**config.mk**
```make
export PLATFORM = sky130hd
export DESIGN_NAME = time_set_ctrl
export DESIGN_NICKNAME = d
export VERILOG_FILES = /design/src/rtl/time_set_pkg.sv /design/src/rtl/btn_debounce.sv /design/src/rtl/time_set_ctrl.sv
export SDC_FILE = /design/constraint.sdc
export NUM_CORES = 1
export LEC_CHECK = 0
export BUFFER_PORTS_ARGS = -buffer_cell sky130_fd_sc_hd__buf_2
export CAP_MARGIN = 10
export CORE_ASPECT_RATIO = 0.8
export CORE_UTILIZATION = 41
export DETAILED_ROUTE_END_ITERATION = 10
export GPL_ROUTABILITY_DRIVEN = 0
export GPL_TIMING_DRIVEN = 1
export PLACE_DENSITY = 0.67
export SKIP_LAST_GASP = 1
export SLEW_MARGIN = 10
export SYNTH_ARGS = -nofsm -noshare
export SYNTH_HDL_FRONTEND = slang
export SYNTH_SLANG_ARGS = --single-unit
```
**constraint.sdc**
```tcl
create_clock -name CLOCK -period 13.19 [get_ports CLOCK]
set_input_delay 1.319 -clock CLOCK [delete_from_list [all_inputs] [get_ports CLOCK]]
set_output_delay 1.319 -clock CLOCK [all_outputs]
set_load 0.03 [all_outputs]
```
**src/rtl/time_set_pkg.sv**
```systemverilog
// Shared definitions for the time-setting front end: FSM states, field
// one-hot codes, BCD limits and the BCD increment helper.
package time_set_pkg;

  typedef enum logic [3:0] {
    ST_IDLE,
    ST_EDIT_H,
    ST_EDIT_M,
    ST_EDIT_S,
    ST_SETUP_H,
    ST_STROBE_H,
    ST_HOLD_H,
    ST_SETUP_M,
    ST_STROBE_M,
    ST_HOLD_M,
    ST_SETUP_S,
    ST_STROBE_S,
    ST_HOLD_S
  } state_t;

  localparam logic [2:0] FLD_H = 3'b100;
  localparam logic [2:0] FLD_M = 3'b010;
  localparam logic [2:0] FLD_S = 3'b001;

  localparam logic [7:0] HOUR_MAX   = 8'h23;
  localparam logic [7:0] MINSEC_MAX = 8'h59;

  // Counter width able to hold 0..n-1 (at least one bit).
  function automatic int unsigned cnt_w(input int unsigned n);
    return (n > 1) ? $clog2(n) : 1;
  endfunction

  // Two-digit BCD increment; the limit wraps to 00, and anything at or
  // above the limit (or holding a non-decimal digit) also lands on 00.
  function automatic logic [7:0] bcd_inc(input logic [7:0] v, input logic [7:0] lim);
    logic [7:0] r;
    if ((v >= lim) || (v[3:0] > 4'd9) || (v[7:4] > 4'd9)) begin
      r = '0;
    end else if (v[3:0] == 4'd9) begin
      r = {v[7:4] + 4'd1, 4'd0};
    end else begin
      r = v + 8'd1;
    end
    return r;
  endfunction

endpackage

```
**src/rtl/btn_debounce.sv**
```systemverilog
// Push-button conditioner: two-flop synchroniser, level acceptance after
// DEB_CYCLES consecutive samples differing from the accepted level, and a
// one-cycle press pulse on each accepted 0->1 transition.
module btn_debounce #(
  parameter int unsigned DEB_CYCLES = 400000
) (
  input  logic CLOCK,
  input  logic rst,
  input  logic raw,
  output logic level,
  output logic press
);
  import time_set_pkg::*;

  localparam int unsigned   CW       = cnt_w(DEB_CYCLES);
  localparam logic [CW-1:0] CNT_LAST = CW'(DEB_CYCLES - 1);

  logic          meta_q, sync_q, level_q, press_q;
  logic [CW-1:0] cnt_q;

  // Bring the asynchronous button into the CLOCK domain.
  always_ff @(posedge CLOCK or posedge rst) begin
    if (rst) begin
      meta_q <= 1'b0;
      sync_q <= 1'b0;
    end else begin
      meta_q <= raw;
      sync_q <= meta_q;
    end
  end

  // Accept a new level only after an unbroken run of differing samples.
  always_ff @(posedge CLOCK or posedge rst) begin
    if (rst) begin
      level_q <= 1'b0;
      press_q <= 1'b0;
      cnt_q   <= '0;
    end else if (sync_q == level_q) begin
      cnt_q   <= '0;
      press_q <= 1'b0;
    end else if (cnt_q == CNT_LAST) begin
      cnt_q   <= '0;
      level_q <= sync_q;
      press_q <= sync_q;
    end else begin
      cnt_q   <= cnt_q + 1'b1;
      press_q <= 1'b0;
    end
  end

  assign level = level_q;
  assign press = press_q;

endmodule

```
**src/rtl/time_set_ctrl.sv**
```systemverilog
// Time-setting front end: debounced buttons drive an H/M/S edit FSM whose
// commit sequence writes each field through the counters' BCD load port.
module time_set_ctrl #(
  parameter int unsigned DEB_CYCLES   = 400000,
  parameter int unsigned LOAD_CYCLES  = 4,
  parameter int unsigned EDIT_TIMEOUT = 400000000,
  parameter int unsigned BLINK_HALF   = 5000000
) (
  input  logic       CLOCK,
  input  logic       rst,
  input  logic       btn_mode,
  input  logic       btn_inc,
  input  logic       btn_ok,
  input  logic [3:0] H0,
  input  logic [3:0] H1,
  input  logic [3:0] M0,
  input  logic [3:0] M1,
  input  logic [3:0] S0,
  input  logic [3:0] S1,
  output logic [3:0] ld0,
  output logic [3:0] ld1,
  output logic       set_h,
  output logic       set_m,
  output logic       set_s,
  output logic [2:0] field_sel,
  output logic       blink,
  output logic       busy
);
  import time_set_pkg::*;

  localparam int unsigned   TW       = cnt_w(EDIT_TIMEOUT);
  localparam logic [TW-1:0] TMO_LAST = TW'(EDIT_TIMEOUT - 1);
  localparam int unsigned   LW       = cnt_w(LOAD_CYCLES);
  localparam logic [LW-1:0] LD_LAST  = LW'(LOAD_CYCLES - 1);
  localparam int unsigned   BW       = cnt_w(BLINK_HALF);
  localparam logic [BW-1:0] BL_LAST  = BW'(BLINK_HALF - 1);

  logic          mode_p, inc_p, ok_p;
  logic [2:0]    btn_level_unused;
  state_t        state_q;
  logic [7:0]    hbuf_q, mbuf_q, sbuf_q, ld_q;
  logic          set_h_q, set_m_q, set_s_q, blink_q, busy_q;
  logic [2:0]    fsel_q;
  logic [TW-1:0] tmo_q;
  logic [LW-1:0] lcnt_q;
  logic [BW-1:0] bcnt_q;

  btn_debounce #(.DEB_CYCLES(DEB_CYCLES)) u_deb_mode (
    .CLOCK(CLOCK), .rst(rst), .raw(btn_mode), .level(btn_level_unused[2]), .press(mode_p)
  );
  btn_debounce #(.DEB_CYCLES(DEB_CYCLES)) u_deb_inc (
    .CLOCK(CLOCK), .rst(rst), .raw(btn_inc), .level(btn_level_unused[1]), .press(inc_p)
  );
  btn_debounce #(.DEB_CYCLES(DEB_CYCLES)) u_deb_ok (
    .CLOCK(CLOCK), .rst(rst), .raw(btn_ok), .level(btn_level_unused[0]), .press(ok_p)
  );

  // Edit/commit FSM; outputs are registered alongside each state change.
  always_ff @(posedge CLOCK or posedge rst) begin
    if (rst) begin
      state_q <= ST_IDLE;
      hbuf_q  <= '0;
      mbuf_q  <= '0;
      sbuf_q  <= '0;
      ld_q    <= '0;
      set_h_q <= 1'b0;
      set_m_q <= 1'b0;
      set_s_q <= 1'b0;
      fsel_q  <= '0;
      busy_q  <= 1'b0;
      tmo_q   <= '0;
      lcnt_q  <= '0;
    end else begin
      case (state_q)
        ST_IDLE: begin
          tmo_q <= '0;
          if (mode_p) begin
            hbuf_q  <= {H1, H0};
            mbuf_q  <= {M1, M0};
            sbuf_q  <= {S1, S0};
            ld_q    <= {H1, H0};
            fsel_q  <= FLD_H;
            busy_q  <= 1'b1;
            state_q <= ST_EDIT_H;
          end
        end
        ST_EDIT_H, ST_EDIT_M, ST_EDIT_S: begin
          if (ok_p) begin
            tmo_q   <= '0;
            ld_q    <= hbuf_q;
            fsel_q  <= '0;
            state_q <= ST_SETUP_H;
          end else if (mode_p) begin
            tmo_q <= '0;
            case (state_q)
              ST_EDIT_H: begin state_q <= ST_EDIT_M; fsel_q <= FLD_M; ld_q <= mbuf_q; end
              ST_EDIT_M: begin state_q <= ST_EDIT_S; fsel_q <= FLD_S; ld_q <= sbuf_q; end
              default:   begin state_q <= ST_EDIT_H; fsel_q <= FLD_H; ld_q <= hbuf_q; end
            endcase
          end else if (inc_p) begin
            tmo_q <= '0;
            case (state_q)
              ST_EDIT_H: begin
                hbuf_q <= bcd_inc(hbuf_q, HOUR_MAX);
                ld_q   <= bcd_inc(hbuf_q, HOUR_MAX);
              end
              ST_EDIT_M: begin
                mbuf_q <= bcd_inc(mbuf_q, MINSEC_MAX);
                ld_q   <= bcd_inc(mbuf_q, MINSEC_MAX);
              end
              default: begin
                sbuf_q <= bcd_inc(sbuf_q, MINSEC_MAX);
                ld_q   <= bcd_inc(sbuf_q, MINSEC_MAX);
              end
            endcase
          end else if (tmo_q == TMO_LAST) begin
            tmo_q   <= '0;
            fsel_q  <= '0;
            busy_q  <= 1'b0;
            state_q <= ST_IDLE;
          end else begin
            tmo_q <= tmo_q + 1'b1;
          end
        end
        ST_SETUP_H: begin set_h_q <= 1'b1; lcnt_q <= '0; state_q <= ST_STROBE_H; end
        ST_STROBE_H: begin
          if (lcnt_q == LD_LAST) begin set_h_q <= 1'b0; state_q <= ST_HOLD_H; end
          else lcnt_q <= lcnt_q + 1'b1;
        end
        ST_HOLD_H:  begin ld_q <= mbuf_q; state_q <= ST_SETUP_M; end
        ST_SETUP_M: begin set_m_q <= 1'b1; lcnt_q <= '0; state_q <= ST_STROBE_M; end
        ST_STROBE_M: begin
          if (lcnt_q == LD_LAST) begin set_m_q <= 1'b0; state_q <= ST_HOLD_M; end
          else lcnt_q <= lcnt_q + 1'b1;
        end
        ST_HOLD_M:  begin ld_q <= sbuf_q; state_q <= ST_SETUP_S; end
        ST_SETUP_S: begin set_s_q <= 1'b1; lcnt_q <= '0; state_q <= ST_STROBE_S; end
        ST_STROBE_S: begin
          if (lcnt_q == LD_LAST) begin set_s_q <= 1'b0; state_q <= ST_HOLD_S; end
          else lcnt_q <= lcnt_q + 1'b1;
        end
        ST_HOLD_S:  begin busy_q <= 1'b0; state_q <= ST_IDLE; end
        default:    begin busy_q <= 1'b0; fsel_q <= '0; state_q <= ST_IDLE; end
      endcase
    end
  end

  // Blink runs only while a field is being edited; otherwise held low.
  always_ff @(posedge CLOCK or posedge rst) begin
    if (rst) begin
      blink_q <= 1'b0;
      bcnt_q  <= '0;
    end else if (state_q inside {ST_EDIT_H, ST_EDIT_M, ST_EDIT_S}) begin
      if (bcnt_q == BL_LAST) begin
        bcnt_q  <= '0;
        blink_q <= ~blink_q;
      end else begin
        bcnt_q <= bcnt_q + 1'b1;
      end
    end else begin
      bcnt_q  <= '0;
      blink_q <= 1'b0;
    end
  end

  assign ld0       = ld_q[3:0];
  assign ld1       = ld_q[7:4];
  assign set_h     = set_h_q;
  assign set_m     = set_m_q;
  assign set_s     = set_s_q;
  assign field_sel = fsel_q;
  assign blink     = blink_q;
  assign busy      = busy_q;

endmodule

```
==> impl_metrics.env, run 1 <==
export IMPL_wl_per_cell_um=15.8
export IMPL_dieHeight_um=136
export IMPL_port_buffers=44
export IMPL_netlist_instances=1017
export IMPL_cts_buffers=17
export IMPL_synth_commonest_cells="dfrtp_1, nor2_1, nand2_1"
export IMPL_power_density_nw_per_um2=101
export IMPL_routed_wl_um=21300
export IMPL_fin_ws_ns=10.31
export IMPL_hold_viol_final=0
export IMPL_max_cap_viol_count=0
export IMPL_clock_sinks=167
export IMPL_drt_iter0_drc=751
export IMPL_setup_viol=0
export IMPL_synth_top_area_share_pct=45.2
export IMPL_antenna_left=0
export IMPL_r2r_end="ld_q[5]"
export IMPL_power_leakage_nw=4.36
export IMPL_vias_per_cell=5.54
export IMPL_cts_resized=0
export IMPL_grt_setup_unrepaired="no"
export IMPL_clock_latency_ns=0.43
export IMPL_grt_pass1_vias=6901
export IMPL_hold_path_class="flip-flop to flip-flop"
export IMPL_fin_crit_sh_pct=21.8
export IMPL_cts_setup_buffers=0
export IMPL_coreArea_sq_um=21900
export IMPL_cts_htree_levels=4
export IMPL_firstDrtPassIters=5
export IMPL_die_area_sq_um=23100
export IMPL_placed_area_sq_um=9660
export IMPL_ys_types=70
export IMPL_cts_hold_buf=0
export IMPL_ys_seq_area_share_pct=45.2
export IMPL_overflow=0
export IMPL_min_to="u_deb_ok.sync_q"
export IMPL_fmax_mhz=347
export IMPL_cts_buffer_depth=2
export IMPL_holdPathStages=0
export IMPL_syn_to_final_growth_pct=10.8
export IMPL_grt_pass1_wl_um=35800
export IMPL_io_pins=45
export IMPL_r2r_start="state_q[3]"
export IMPL_path_class="flip-flop to flip-flop"
export IMPL_root_buffer="clkbuf_16"
export IMPL_critPathRequiredTime_ns=13.55
export IMPL_drive_gt1_share_pct=9.26
export IMPL_drc=0
export IMPL_synth_flop_cell="dfrtp_1"
export IMPL_yosys_register_bits=167
export IMPL_maxSlewHeadroom_pct=40.2
export IMPL_r2r_slack_ns=10.31
export IMPL_place_ws_ns=10.09
export IMPL_dp_hpwl_um=14600
export IMPL_fin_crit_ns=2.88
export IMPL_min_delay_start="u_deb_ok.meta_q"
export IMPL_die_x_um=170
export IMPL_cp_arrival_ns=3.24
export IMPL_yosys_area_top_type="dfrtp_1"
export IMPL_synth_area_per_cell_sq_um=9.09
export IMPL_peakVddDrop_mv=0.0829
export IMPL_maxSlewViolCount=0
export IMPL_yosys_warnings=0
export IMPL_syn_nets=1066
export IMPL_synth_edf_count=0
export IMPL_async_reset_ff_share_pct=100
export IMPL_outcome="complete, no violations"
export IMPL_initial_core_util_pct=42.3
export IMPL_cp_max_fo=21
export IMPL_vias=7462
export IMPL_cp_end_kind="flip-flop"
export IMPL_tightest_slew_ns=0.897
export IMPL_ff2ff_path_depth=7
export IMPL_cts_tree="yes"
export IMPL_grt_usage_pct=19.4
export IMPL_grt_max_degree=96
export IMPL_finClkSkew_ns=0.0115
export IMPL_grt_antenna_before_repair=1
export IMPL_fin_area_sq_um=10200
export IMPL_syn_area_sq_um=9240
export IMPL_core_rowCount=48
export IMPL_crit_start="state_q[3]"
export IMPL_synth_top_cells_by_area="dfrtp_1, xor2_1, nor2_1, nand2_1, xnor2_1"
export IMPL_post_synth_top_count_cell="dfrtp_1"
export IMPL_fin_nets=1087
export IMPL_setup_tns_ns=0
export IMPL_clk_pin_slew_ns=0.06
export IMPL_startpoint_type="flip-flop"
-- registers in the layout (all words and copies together), names as in the netlist, 2 cells and up --
register,cells
mbuf_q,8
u_deb_mode.cnt_q,19
field_sel,3
bcnt_q,23
lcnt_q,2
state_q,4
u_deb_ok.cnt_q,19
sbuf_q,8
hbuf_q,8
tmo_q,29
u_deb_inc.cnt_q,19
ld_q,8
-- stage by stage --
step                      power [mW]  instances  hold WS [ns]  util (%)
after global routing            1.08       1347         0.359      46.8
after CTS                       1.05       1347         0.349      46.8
after detailed placement       0.555       1319         0.336      44.2
after global placement         0.555       1319         0.335      44.2
final                           1.04       1348         0.346      46.8
after floorplan                0.544       1017         0.331         -
-- worst max-delay path by stage --
| stage | endpoint | cells past startpoint | slack [ns] |
|---|---|---|---|
| CTS | tmo_q[9] | 7 | 10.37 |
| detailed placement | u_deb_mode.cnt_q[1] | 3 | 10.09 |
| global route | sbuf_q[2] | 5 | 10.05 |
| global placement | u_deb_mode.cnt_q[3] | 3 | 10.09 |
| finish | ld_q[5] | 7 | 10.31 |
| floorplan | bcnt_q[0] | 1 | 7.35 |
-- cell type report --
cell class                      instances  area (sq um)
Sequential cell                       167          4180
Timing Repair Buffer                   47           243
Fill cell                            2098         11600
Clock inverter                          7          96.3
Tap cell                              300           375
Clock buffer                           21           480
Multi-Input combinational cell        780          4760
Antenna cell                            1          2.50
Inverter                               25          98.8
-- metal layers --
metal  part of all wire (%)  GRT usage (%)
met2                     41           27.0
met4                    1.4           4.95
met3                    7.4           5.15
met5                      0              0
met1                     50           29.3
-- placed cells by master (no fill, tap or decap), types with 4 or more instances in the layout --
| master | netlist | final |
|---|---|---|
| a211o_1 | 4 | 4 |
| a211oi_1 | 4 | 4 |
| a21oi_1 | 36 | 36 |
| a221o_1 | 4 | 4 |
| a221oi_1 | 14 | 14 |
| a22o_1 | 11 | 11 |
| a22oi_1 | 6 | 6 |
| a31oi_1 | 7 | 7 |
| a32oi_1 | 5 | 5 |
| and2_1 | 14 | 14 |
| and3_1 | 28 | 28 |
| and4_1 | 6 | 6 |
| buf_2 | 10 | 44 |
| clkbuf_16 | 0 | 17 |
| clkbuf_8 | 0 | 4 |
| dfrtp_1 | 167 | 167 |
| ha_1 | 20 | 20 |
| inv_1 | 25 | 24 |
| mux2_2 | 9 | 9 |
| nand2_1 | 91 | 91 |
| nand3_1 | 63 | 63 |
| nand4_1 | 25 | 25 |
| nor2_1 | 161 | 161 |
| nor2b_1 | 5 | 5 |
| nor3_1 | 24 | 24 |
| nor3b_1 | 4 | 4 |
| nor4_1 | 8 | 8 |
| o211ai_1 | 4 | 4 |
| o21ai_0 | 47 | 46 |
| o22ai_1 | 10 | 10 |
| xnor2_1 | 39 | 39 |
| xor2_1 | 72 | 72 |
-- worst max-delay path: stages (launching register included) --
cell       delay, ns
dfrtp_1         0.42
inv_1           0.11
ha_1            0.60
o21ai_1         0.50
a21oi_1         0.37
nor2_1          0.08
a2111oi_0       0.52
a221o_1         0.22
-- cell families after synthesis --
| family | count (synthesis) | share of synthesized area [%] |
|---|---|---|
| XOR/XNOR | 111 | 10.5 |
| buffers and inverters | 70 | 3.22 |
| AO/OA/AOI/OAI | 180 | 13.0 |
| multiplexers | 13 | 1.58 |
| flip-flops | 167 | 45.2 |
| AND/OR/NAND/NOR | 455 | 23.6 |
| adder cells (fa/ha/maj) | 21 | 2.82 |
-- power breakdown --
part	switching [mW]	internal, mW
Clock	0.199	0.295
Combinational	0.0182	0.00750
Sequential	0.00359	0.516
Note: power is estimated with default switching activity, not from simulation.
==> inputs of run 2 (changes only) <==
Clock period 13.19 ns to 2.8 ns, I/O delays scaled along.
==> run 2 against run 1 <==
Against the previous run: first-iteration DRC count increased by 2.5%; utilization increased by 1.0 points; largest power group unchanged; setup slack got worse by 9.9 ns; count of clock-buffer cells in the layout decreased by 2; highest routed layer unchanged; cell count increased by 2.1%; register-to-register slack got worse by 9.9 ns; clock power increased to 4.8 times the previous value; flip-flop and latch count unchanged; hold slack got worse by 0.26 ns.
==> impl_metrics.env, run 2 (synthesis gave the netlist of run 1 again) <==
export IMPL_r2r_end="ld_q[1]"
export IMPL_r2r_start="mbuf_q[5]"
export IMPL_layout_commonest_cell="dfrtp_1"
export IMPL_crit_end="ld_q[1]"
export IMPL_cp_max_fo=9
export IMPL_startpoint_type="flip-flop"
export IMPL_fin_util_pct=47.9
export IMPL_critPathRequiredTime_ns=3.17
export IMPL_largest_register="tmo_q"
export IMPL_fin_crit_ns=2.37
export IMPL_core_rowCount=48
export IMPL_antenna_left=0
export IMPL_clk_pin_slew_ns=0.08
export IMPL_root_buffer="clkbuf_16"
export IMPL_drive_gt1_share_pct=11.1
export IMPL_cp_end_kind="flip-flop"
export IMPL_grt_usage_pct=19.6
export IMPL_drt_iter0_drc=770
export IMPL_min_delay_start="M1[3]"
export IMPL_tightest_slew_ns=0.756
export IMPL_peakVddDrop_mv=0.396
export IMPL_setup_tns_ns=0
export IMPL_fin_nets=1111
export IMPL_routed_wl_um=21200
export IMPL_final_cell_mix="dfrtp_1, nor2_1, nand2_1, xor2_1, nand3_1"
export IMPL_clock_sinks=167
export IMPL_grt_antenna_before_repair=1
export IMPL_cts_resized=0
export IMPL_ff2ff_path_depth=8
export IMPL_dp_hpwl_um=15100
export IMPL_setup_viol=0
export IMPL_path_class="flip-flop to flip-flop"
export IMPL_crit_start="mbuf_q[5]"
export IMPL_coreArea_sq_um=21900
export IMPL_fin_crit_sh_pct=84.8
export IMPL_cts_htree_levels=4
export IMPL_die_x_um=170
export IMPL_grt_setup_unrepaired="no"
export IMPL_io_pins=45
export IMPL_vias=7495
export IMPL_wl_per_cell_um=15.4
export IMPL_cts_setup_buffers=0
export IMPL_grt_pass1_vias=6945
export IMPL_outcome="complete, no violations"
export IMPL_grt_pass1_wl_um=35800
export IMPL_cp_arrival_ns=2.74
export IMPL_maxSlewHeadroom_pct=49.6
export IMPL_vias_per_cell=5.45
export IMPL_hold_viol_final=0
export IMPL_port_buffers=44
export IMPL_max_cap_viol_count=0
export IMPL_firstDrtPassIters=6
export IMPL_cts_hold_buf=4
export IMPL_power_mw=4.93
export IMPL_power_leakage_nw=4.49
export IMPL_power_density_nw_per_um2=471
export IMPL_die_area_sq_um=23100
export IMPL_overflow=0
export IMPL_largest_reg_flops=29
export IMPL_cts_buffer_depth=2
export IMPL_finClkSkew_ns=0.0182
export IMPL_cts_tree="yes"
export IMPL_drc=0
export IMPL_grt_max_degree=59
export IMPL_hold_path_class="input port to flip-flop"
export IMPL_top_regs="tmo_q x29, bcnt_q x23"
export IMPL_syn_to_final_growth_pct=13.2
export IMPL_dieHeight_um=136
export IMPL_clock_latency_ns=0.44
export IMPL_cts_buffers=17
export IMPL_maxSlewViolCount=0
export IMPL_r2r_slack_ns=0.43
export IMPL_fmax_mhz=421
export IMPL_initial_core_util_pct=42.3
==> run 2: changes by cell type in the layout (fill, tap and decap cells not counted), sizes merged <==
| cell | previous run | this run |
|---|---|---|
| clkinv | 1 | 2 |
| bufinv | 2 | 1 |
| dlygate4sd3 | 0 | 4 |
| clkinvlp | 3 | 2 |
| inv | 26 | 33 |
| buf | 47 | 67 |
| clkbuf | 21 | 19 |
==> run 2: worst min-delay path by stage <==
stage,endpoint,slack (ns),cells past startpoint
after floorplan,u_deb_inc.meta_q,0.31,0
after detailed placement,u_deb_ok.sync_q,0.33,0
after global placement,u_deb_inc.sync_q,0.34,0
after CTS,mbuf_q[7],0.07,3
final,mbuf_q[7],0.08,3
after global routing,mbuf_q[7],0.07,3
==> run 2: cell type report <==
cell class	count	area [sq um]
fill	2071	11400
clock inverter	13	154
inverter	25	97.6
sequential	167	4180
clock buffer	19	433
timing repair buffer	71	458
multi-input combinational	780	4760
antenna	1	2.50
tap	300	375
==> run 2: power breakdown <==
part / switching (mW) / internal [mW]
clock: 1.08 / 1.27
combinational: 0.0892 / 0.0463
sequential: 0.0175 / 2.43
total: 1.18 / 3.75
==> run 2: layer usage <==
metal,share of wire [%],GRT usage [%],vias up,routed length (um)
li1,-,-,3667,-
met1,48,28.7,3552,10300
met2,42,27.0,243,8840
met3,8.3,6.23,33,1760
met4,1.5,6.01,0,321
met5,0,0,-,0
==> run 2: worst max-delay path, cell delays in order (launching register included) <==
cell      delay (ns)
dfrtp_1         0.50
inv_1           0.13
ha_1            0.20
a311oi_1        0.26
o21ai_0         0.16
nor2_1          0.38
a221oi_1        0.18
a221oi_1        0.35
a211o_1         0.14
==> run 2: stage by stage <==
| stage | worst slack, ns | area, sq um | hold WS, ns | std cells |
|---|---|---|---|---|
| after floorplan | 0.393 | 9240 | 0.311 | 1017 |
| after global placement | 0.568 | 9830 | 0.336 | 1339 |
| after detailed placement | 0.488 | 9830 | 0.335 | 1339 |
| after CTS | 0.458 | 10500 | 0.0685 | 1375 |
| after global routing | 0.168 | 10500 | 0.0743 | 1375 |
| final | 0.427 | 10500 | 0.0846 | 1376 |
==> inputs of run 3 (changes only) <==
Settings changed: PLACE_DENSITY 0.67 to 0.69.
Clock period 2.8 ns to 2.1 ns, I/O delays scaled along.
==> run 3 against run 2 <==
Against the previous run: via count rose by 4.8%; die area unchanged; clock skew fell by 0.0052 ns; clock power increased by 57%; flip-flop and latch count unchanged; critical endpoint is now state_q[3]; highest routed layer unchanged.
==> impl_metrics.env, run 3 (synthesis gave the netlist of run 1 again) <==
export IMPL_grt_pass1_wl_um=37700
export IMPL_grt_antenna_before_repair=0
export IMPL_outcome="complete, no violations"
export IMPL_grt_max_degree=72
export IMPL_cts_htree_levels=4
export IMPL_overflow=0
export IMPL_crit_slowest_cell="or3_4"
export IMPL_largest_reg_flops=29
export IMPL_dpl_cell_count=1409
export IMPL_critPathRequiredTime_ns=2.42
export IMPL_grt_usage_pct=20.7
export IMPL_coreArea_sq_um=21900
export IMPL_drt_iter0_drc=744
export IMPL_cts_buffers=17
export IMPL_fin_nets=1191
export IMPL_antenna_cells=0
export IMPL_drc=0
export IMPL_largest_register="tmo_q"
export IMPL_clock_sinks=167
export IMPL_wl_per_cell_um=15.6
export IMPL_setup_tns_ns=0
export IMPL_maxSlewHeadroom_pct=67.4
export IMPL_final_cell_mix="dfrtp_1, nor2_1, buf_4, nand2_1, xor2_1"
export IMPL_firstDrtPassIters=7
export IMPL_fmax_mhz=476
export IMPL_cp_max_fo=2
export IMPL_port_buffers=44
export IMPL_finClkSkew_ns=0.0130
export IMPL_fin_crit_sh_pct=100
export IMPL_peakVddDrop_mv=0.507
export IMPL_grt_pass1_vias=7414
export IMPL_io_pins=45
export IMPL_core_rowCount=48
export IMPL_path_class="flip-flop to flip-flop"
export IMPL_cts_tree="yes"
export IMPL_dp_hpwl_um=16100
export IMPL_root_buffer="clkbuf_16"
export IMPL_fin_crit_ns=2.10
export IMPL_power_leakage_nw=4.97
export IMPL_startpoint_type="flip-flop"
export IMPL_cp_end_kind="flip-flop"
export IMPL_vias_per_cell=5.40
export IMPL_hold_viol_final=0
export IMPL_routed_wl_um=22600
export IMPL_whs_ns=0.0229
export IMPL_layout_commonest_cell="dfrtp_1"
export IMPL_maxSlewViolCount=0
export IMPL_tightest_slew_ns=0.485
export IMPL_fin_util_pct=52.0
export IMPL_antenna_left=0
export IMPL_clock_latency_ns=0.44
export IMPL_grt_setup_unrepaired="yes"
export IMPL_slowest_delay_ns=0.39
export IMPL_drive_gt1_share_pct=19.8
export IMPL_hold_path_class="input port to flip-flop"
export IMPL_top_regs="tmo_q x29, bcnt_q x23"
export IMPL_vias=7855
export IMPL_power_mw=7.15
export IMPL_die_x_um=170
export IMPL_die_area_sq_um=23100
export IMPL_cts_buffer_depth=2
export IMPL_power_density_nw_per_um2=629
export IMPL_crit_chain="ha_2, and4_4, nand4_1, nor4_2, nor2_1, or3_4, mux2_4"
export IMPL_cp_arrival_ns=2.42
export IMPL_syn_to_final_growth_pct=23.0
export IMPL_max_cap_viol_count=0
export IMPL_clk_pin_slew_ns=0.07
export IMPL_initial_core_util_pct=42.3
export IMPL_setup_viol=0
export IMPL_dieHeight_um=136
export IMPL_stdcell_count=1455
run 3: worst paths after layout:
kind                       slack (ns)  cells past startpoint            start                  to
max in group asynchronous        1.03                      4              rst           tmo_q[25]
min in group asynchronous        0.34                      3              rst  u_deb_ok.cnt_q[15]
min reg2reg                      0.35                      0  u_deb_ok.meta_q     u_deb_ok.sync_q
max reg2reg                    0.0003                      7         tmo_q[0]          state_q[3]
min                              0.02                      3            M1[3]           mbuf_q[7]
max                            0.0003                      7         tmo_q[0]          state_q[3]
run 3: power breakdown:
part           internal (mW)  switching (mW)
sequential              3.24          0.0240
clock                   2.39            1.31
combinational         0.0704           0.122
run 3: per-layer routing:
metal	track usage, %	vias to the layer above	wire length [um]	part of all wire (%)
met5	0	-	0	0
met1	30.0	3738	11000	49
li1	-	3825	-	-
met3	5.94	32	1750	7.7
met2	29.8	260	9550	42
met4	5.96	0	310	1.4
run 3: worst max-delay path, delay by kind of cell, from the launching register on:
family        cells  cell delay (ns)
simple gates      5             1.15
flops             1             0.36
mux               1             0.30
fa+ha+maj         1             0.18
run 3: stage by stage:
stage          setup slack (ns)  instance area [sq um]
2_1_floorplan            -0.237                   9250
3_3_place_gp             -0.127                  10400
3_5_place_dp             -0.111                  10400
4_1_cts                -0.00321                  11200
5_1_grt                  -0.116                  11400
6_report               0.000303                  11400
run 3: what timing repair did:
action / 4_1_cts / 5_1_grt
pin swaps: 7 / 2
setup buffers: 8 / 2
hold buffers: 5 / 0
resized for setup: 10 / 32
hold endpoints to repair: 21 / 0
endpoints found under the setup margin: 5 / 53
run 3: layout make-up:
type | instances | area (sq um)
Multi-Input combinational cell | 780 | 4900
Fill cell | 2020 | 10500
Tap cell | 300 | 375
Timing Repair Buffer | 151 | 1120
Clock inverter | 11 | 243
Inverter | 25 | 97.6
Clock buffer | 21 | 450
Sequential cell | 167 | 4180
